===== src/rtl/cpu_bus_frontend.sv =====
// cpu_bus_frontend: CPU-side front end of the cache.
// Generates phi2, demultiplexes the 65816 bank byte, and issues 24-bit requests
// over a valid/ready handshake. phi2 is stretched high while a request is outstanding.
// Optional macro STRETCH_TIMEOUT_EN bounds the stretch to MAX_STRETCH cycles
// and adds the o_timeout pulse output.
module cpu_bus_frontend #(
  parameter int PHI2_HALF   = 8,
  parameter int MAX_STRETCH = 64
) (
  input  logic        i_fpga,
  input  logic        i_reset,
  input  logic [15:0] i_a,
  input  logic [7:0]  i_d,
  input  logic        i_rwb,
  input  logic        i_vda,
  input  logic        i_vpa,
  output logic        o_phi2,
  output logic [7:0]  o_d_out,
  output logic        o_d_oe,
  output logic        o_req_valid,
  input  logic        i_req_ready,
  output logic [23:0] o_req_addr,
  output logic        o_req_we,
  output logic [7:0]  o_req_wdata,
  input  logic        i_rsp_valid,
  input  logic [7:0]  i_rsp_data
`ifdef STRETCH_TIMEOUT_EN
  ,
  output logic        o_timeout
`endif
);

  typedef enum logic [1:0] {LOW, HIGH, STRETCH, HOLD} state_t;

  localparam int CW = (PHI2_HALF > 2) ? $clog2(PHI2_HALF) : 2;
  localparam logic [CW-1:0] LAST_CNT  = CW'(PHI2_HALF - 1);
  localparam logic [CW-1:0] WDATA_CNT = CW'(PHI2_HALF - 2);

  // Reject parameter values the phase sequencing cannot honour.
  if (PHI2_HALF < 3) begin : g_badHalf
    $error("PHI2_HALF must be at least 3");
  end
  if (MAX_STRETCH < 2) begin : g_badStretch
    $error("MAX_STRETCH must be at least 2");
  end

  state_t          r_state;
  logic [CW-1:0]   r_cnt;
  logic            r_reqValid;
  logic [23:0]     r_reqAddr;
  logic            r_reqWe;
  logic [7:0]      r_reqWdata;
  logic            r_act;
  logic            r_pendRd;
  logic [7:0]      r_dOut;
  logic            r_dataLatched;

  state_t          w_nextState;
  logic [CW-1:0]   w_nextCnt;
  logic            w_lastCnt;
  logic            w_accept;
  logic            w_rdOpen;
  logic            w_rspHit;
  logic            w_pendNext;
  logic            w_busy;
  logic            w_enterLow;
  logic            w_timeoutHit;

  // A read is open once accepted (or in the accepting cycle) until its response.
  assign w_lastCnt  = (r_cnt == LAST_CNT);
  assign w_accept   = r_reqValid & i_req_ready;
  assign w_rdOpen   = r_pendRd | (w_accept & ~r_reqWe);
  assign w_rspHit   = i_rsp_valid & w_rdOpen;
  assign w_pendNext = w_rdOpen & ~i_rsp_valid;
  assign w_busy     = (r_reqValid & ~i_req_ready) | w_pendNext;
  assign w_enterLow = (w_nextState == LOW) && (r_state != LOW);

`ifdef STRETCH_TIMEOUT_EN
  localparam int SW = (MAX_STRETCH > 2) ? $clog2(MAX_STRETCH) : 1;
  localparam logic [SW-1:0] STRETCH_LAST = SW'(MAX_STRETCH - 1);

  logic [SW-1:0] r_stretchCnt;
  logic          r_timeout;

  assign w_timeoutHit = (r_state == STRETCH) && w_busy && (r_stretchCnt == STRETCH_LAST);
  assign o_timeout    = r_timeout;

  // Count stretch cycles from STRETCH entry and flag the cycle the limit is reached.
  always_ff @(posedge i_fpga) begin
    if (i_reset || (r_state != STRETCH)) begin
      r_stretchCnt <= '0;
    end else begin
      r_stretchCnt <= r_stretchCnt + SW'(1);
    end
    r_timeout <= i_reset ? 1'b0 : w_timeoutHit;
  end
`else
  assign w_timeoutHit = 1'b0;
`endif

  // Phase state and phase counter register.
  always_ff @(posedge i_fpga) begin
    if (i_reset) begin
      r_state <= LOW;
      r_cnt   <= '0;
    end else begin
      r_state <= w_nextState;
      r_cnt   <= w_nextCnt;
    end
  end

  // Phase sequencing: fixed LOW/HIGH halves, stretched while the cache is still busy.
  always_comb begin
    w_nextState = r_state;
    w_nextCnt   = r_cnt;
    unique case (r_state)
      LOW: begin
        if (w_lastCnt) begin
          w_nextState = HIGH;
          w_nextCnt   = '0;
        end else begin
          w_nextCnt = r_cnt + CW'(1);
        end
      end
      HIGH: begin
        if (w_lastCnt) begin
          w_nextCnt = '0;
          // Data arriving in the last HIGH cycle still gets a HOLD cycle of setup.
          if (w_busy) begin
            w_nextState = STRETCH;
          end else if (w_rspHit) begin
            w_nextState = HOLD;
          end else begin
            w_nextState = LOW;
          end
        end else begin
          w_nextCnt = r_cnt + CW'(1);
        end
      end
      STRETCH: begin
        if (!w_busy || w_timeoutHit) begin
          w_nextState = HOLD;
        end
      end
      HOLD: begin
        w_nextState = LOW;
        w_nextCnt   = '0;
      end
      default: begin
        w_nextState = LOW;
        w_nextCnt   = '0;
      end
    endcase
  end

  // Request, handshake and read-data registers.
  always_ff @(posedge i_fpga) begin
    if (i_reset) begin
      r_reqValid    <= 1'b0;
      r_reqAddr     <= '0;
      r_reqWe       <= 1'b0;
      r_reqWdata    <= '0;
      r_act         <= 1'b0;
      r_pendRd      <= 1'b0;
      r_dOut        <= '0;
      r_dataLatched <= 1'b0;
    end else begin
      if ((r_state == LOW) && w_lastCnt) begin
        r_reqAddr  <= {i_d, i_a};
        r_reqWe    <= ~i_rwb;
        r_act      <= i_vda | i_vpa;
        r_reqValid <= (i_vda | i_vpa) & i_rwb;
      end
      if ((r_state == HIGH) && (r_cnt == WDATA_CNT) && r_act && r_reqWe && !r_reqValid) begin
        r_reqWdata <= i_d;
        r_reqValid <= 1'b1;
      end
      if (w_accept) begin
        r_reqValid <= 1'b0;
      end
      r_pendRd <= w_pendNext;
      if (w_rspHit) begin
        r_dOut        <= i_rsp_data;
        r_dataLatched <= 1'b1;
      end
      if (w_enterLow) begin
        r_dataLatched <= 1'b0;
      end
      if (w_timeoutHit) begin
        r_reqValid <= 1'b0;
        r_pendRd   <= 1'b0;
        if (!r_reqWe) begin
          r_dOut        <= 8'hFF;
          r_dataLatched <= 1'b1;
        end
      end
    end
  end

  assign o_phi2      = (r_state != LOW);
  assign o_d_out     = r_dOut;
  assign o_d_oe      = o_phi2 & r_act & ~r_reqWe & r_dataLatched;
  assign o_req_valid = r_reqValid;
  assign o_req_addr  = r_reqAddr;
  assign o_req_we    = r_reqWe;
  assign o_req_wdata = r_reqWdata;

endmodule


===== config.mk =====
export PLATFORM = sky130hd
export DESIGN_NAME = cpu_bus_frontend
export DESIGN_NICKNAME = d
export VERILOG_FILES = /design/src/rtl/cpu_bus_frontend.sv
export SDC_FILE = /design/constraint.sdc
export NUM_CORES = 1
export LEC_CHECK = 0
export ABC_AREA = 1
export CELL_PAD_IN_SITES_DETAIL_PLACEMENT = 1
export CELL_PAD_IN_SITES_GLOBAL_PLACEMENT = 2
export CORE_MARGIN = 5
export CORE_UTILIZATION = 23
export CTS_BUF_LIST = sky130_fd_sc_hd__clkbuf_4 sky130_fd_sc_hd__clkbuf_8
export DETAILED_ROUTE_END_ITERATION = 6
export GPL_TIMING_DRIVEN = 1
export PLACE_DENSITY_LB_ADDON = 0.05
export SLEW_MARGIN = 10
export SYNTH_ARGS = -nofsm -noshare
export SYNTH_HDL_FRONTEND = slang
export SYNTH_SLANG_ARGS = --single-unit

===== constraint.sdc =====
create_clock -name i_fpga -period 1.8 [get_ports i_fpga]
set_clock_uncertainty 0.1 [all_clocks]
set_input_delay 0.18 -clock i_fpga [delete_from_list [all_inputs] [get_ports i_fpga]]
set_output_delay 0.18 -clock i_fpga [all_outputs]
set_load 0.01 [all_outputs]

==> impl_metrics.csv <==
group,metric,value,unit
run_status,outcome,"complete, no violations",
clock_tree,cts_buffer_depth,2,
routing,drtIter0Drc,18,
layout,antenna_cells,0,
clock_tree,clk_pin_slew,0.10,ns
die,chipHeight,102,um
place,gp_congestion,0.750,
timing,final-hold-violation-count,0,
clock_tree,insertion_delay,0.30,ns
layout,final_cell_mix,"nor2_1, clkdlybuf4s50_1, dfxtp_1",
synthesis,synth_nets,291,
routing,num_vias,1845,
critical_path,required,1.52,ns
place,port_buffers,82,
die,rows,33,
critical_path,reg2reg_slack,0.18,ns
routing,routed_wl,5900,um
power_and_ir_drop,p_leak,1.19,nW
synthesis,syn-cell-area,1940,um^2
timing,rsz0062_at_grt,"false",
power_and_ir_drop,power,1.96,mW
clock_tree,cts_buffers,5,
timing,fmax,596,MHz
global_route,grt_first_pass_wirelength,9340,um
power_and_ir_drop,powerDensity,662,nW/um^2
die,initial_core_util,23.6,%
timing,period_minus_slack,1.68,ns
clock_tree,cts_max_level,2,
global_route,grt_start_max_net_pins,20,
routing,firstDrtPassIters,4,
synthesis,ys_seq_area_share,51.7,%
hold_path,hold_depth,3,
die,core_area,8220,um^2
critical_path,critPathMaxFanout,6,
global_route,grt_overflow,0,
layout,drive_gt1_share,8.58,%
timing,tns,0,ns
critical_path,crit_path_top_delay_cell,"clkdlybuf4s50_1",
synthesis,synth_warnings,0,
die,die_w,102,um
layout,syn2layout_area_growth,52.7,%
critical_path,reg2reg_depth,8,
die,dieArea,10400,um^2
critical_path,endpoint_kind,"output pin",
layout,mostFrequentLayoutCell,"nor2_1",
clock_tree,cts_sinks,50,
critical_path,startpoint,"o_req_valid",
clock_tree,root_buffer,"clkbuf_8",
critical_path,slowest_delay,0.60,ns
routing,antenna_left,0,
global_route,grt_pass1_vias,1927,
critical_path,path_cells,"clkdlybuf4s50_1",
critical_path,critPathKind,"flop to output pin",
critical_path,startpoint_type,"flop",
synthesis,syn_inst,249,
timing,period_share,93.3,%
power_and_ir_drop,peakVddDrop,0.000267,V
critical_path,crit_cells,1,
timing,finalMaxSlewViolations,0,
routing,remaining_drc_errors,0,
critical_path,cpLargestDelayFamily,"buffers and inverters",
hold_path,hold_class,"input pin to flop",
layout,nFillCells,1002,
critical_path,rr_startpoint,"r_cnt[0]",
synthesis,syn_area_per_cell,7.77,um^2
timing,hold_ws,0.359,ns
synthesis,ys_ff_latch,50,
critical_path,crit_buf_inv,1,
timing,relSlewSlack,80.6,%
die,pin_count,83,
clock_tree,cts_tree,"built",
timing,worst_pin_slew,0.290,ns
flow_run,cap_violations,0,
place,dp_hpwl,4600,um
timing,finalSetupViolCount,0,
global_route,grtUsageTotal,11.5,%
layout,final_nets,379,
hold_path,min-delay-start,"i_a[2]",
routing,via_per_inst,4.16,
synthesis,synth_cell_type_count,23,
critical_path,arrival,1.40,ns
global_route,antenna_found_initial,0,
routing,wire_per_inst,13.3,um
## registers in the layout, indices dropped and copies added, names as in the netlist
name and cells:
o_req_addr 24, o_req_we 1, r_state 2, o_req_valid 1, r_act 1, r_dataLatched 1
o_d_out 8, r_pendRd 1, r_cnt 3, o_req_wdata 8
## area by class of cell
| class | count | area (um^2) | share of cell area, % |
|---|---|---|---|
| multi-input cells | 170 | 778 | 26.3 |
| inverters | 19 | 71.3 | 2.41 |
| clock inverters | 3 | 18.8 | 0.635 |
| repair buffers | 91 | 887 | 30.0 |
| flip-flops and latches | 50 | 1000 | 33.9 |
| well taps | 105 | 131 | 4.44 |
| clock buffers | 5 | 68.8 | 2.33 |
## per-stage QoR
| stage | std cells | cell area (um^2) | utilization, % | setup WS (ns) |
|---|---|---|---|---|
| 2_1_floorplan | 249 | 1940 | - | 0.301 |
| 3_3_place_gp | 435 | 2870 | 34.9 | 0.189 |
| 3_5_place_dp | 435 | 2870 | 34.9 | 0.0991 |
| 4_1_cts | 443 | 2960 | 36.0 | 0.0948 |
| 5_1_grt | 443 | 2960 | 36.0 | 0.0185 |
| 6_report | 443 | 2960 | 36.0 | 0.121 |
## power by group
group	switching (mW)	internal [mW]	leakage [nW]
clock network	0.395	0.275	0.0483
logic	0.0593	0.104	0.743
registers	0.00824	1.12	0.403
total	0.462	1.50	1.19
## final timing paths
kind	endpoint
setup reg to reg	o_req_addr[4]
setup / recovery	o_req_valid
hold / removal	o_req_addr[2]
hold reg to reg	o_req_wdata[3]
## timing repair
action,in CTS,in global routing
endpoints found under the setup margin,1,0
hold buffers,0,0
buffers inserted,0,0
gates resized for setup,1,0
## synth_stat cells (all sizes together)
cell	count	area, um^2
o21ai	43	223
a211oi	1	7.51
o21a	1	7.51
nor3	1	10.0
nand2	15	61.3
nor4	1	6.26
buf	5	65.1
nand3	4	20.0
clkbuf	5	20.0
ha	3	37.5
a21oi	11	55.1
nor2	89	344
dfxtp	50	1000
or2	1	6.26
inv	19	71.3
## metal layers
layer	vias up	track usage [%]	part of all wire [%]
met5	-	0	0
met3	8	3.31	6.7
met2	49	18.5	45
li1	965	-	-
met4	0	3.48	1.6
met1	823	15.0	47
## kinds of logic after synthesis
logic type | after synthesis | share of synthesized area (%)
AOI/OAI and AO/OA | 56 | 15.1
DFF | 50 | 51.7
buffers and inverters | 29 | 8.08
and+or+nand+nor | 111 | 23.1
adders and majority gates | 3 | 1.94
No activity file was read; power rests on OpenSTA's default activity.
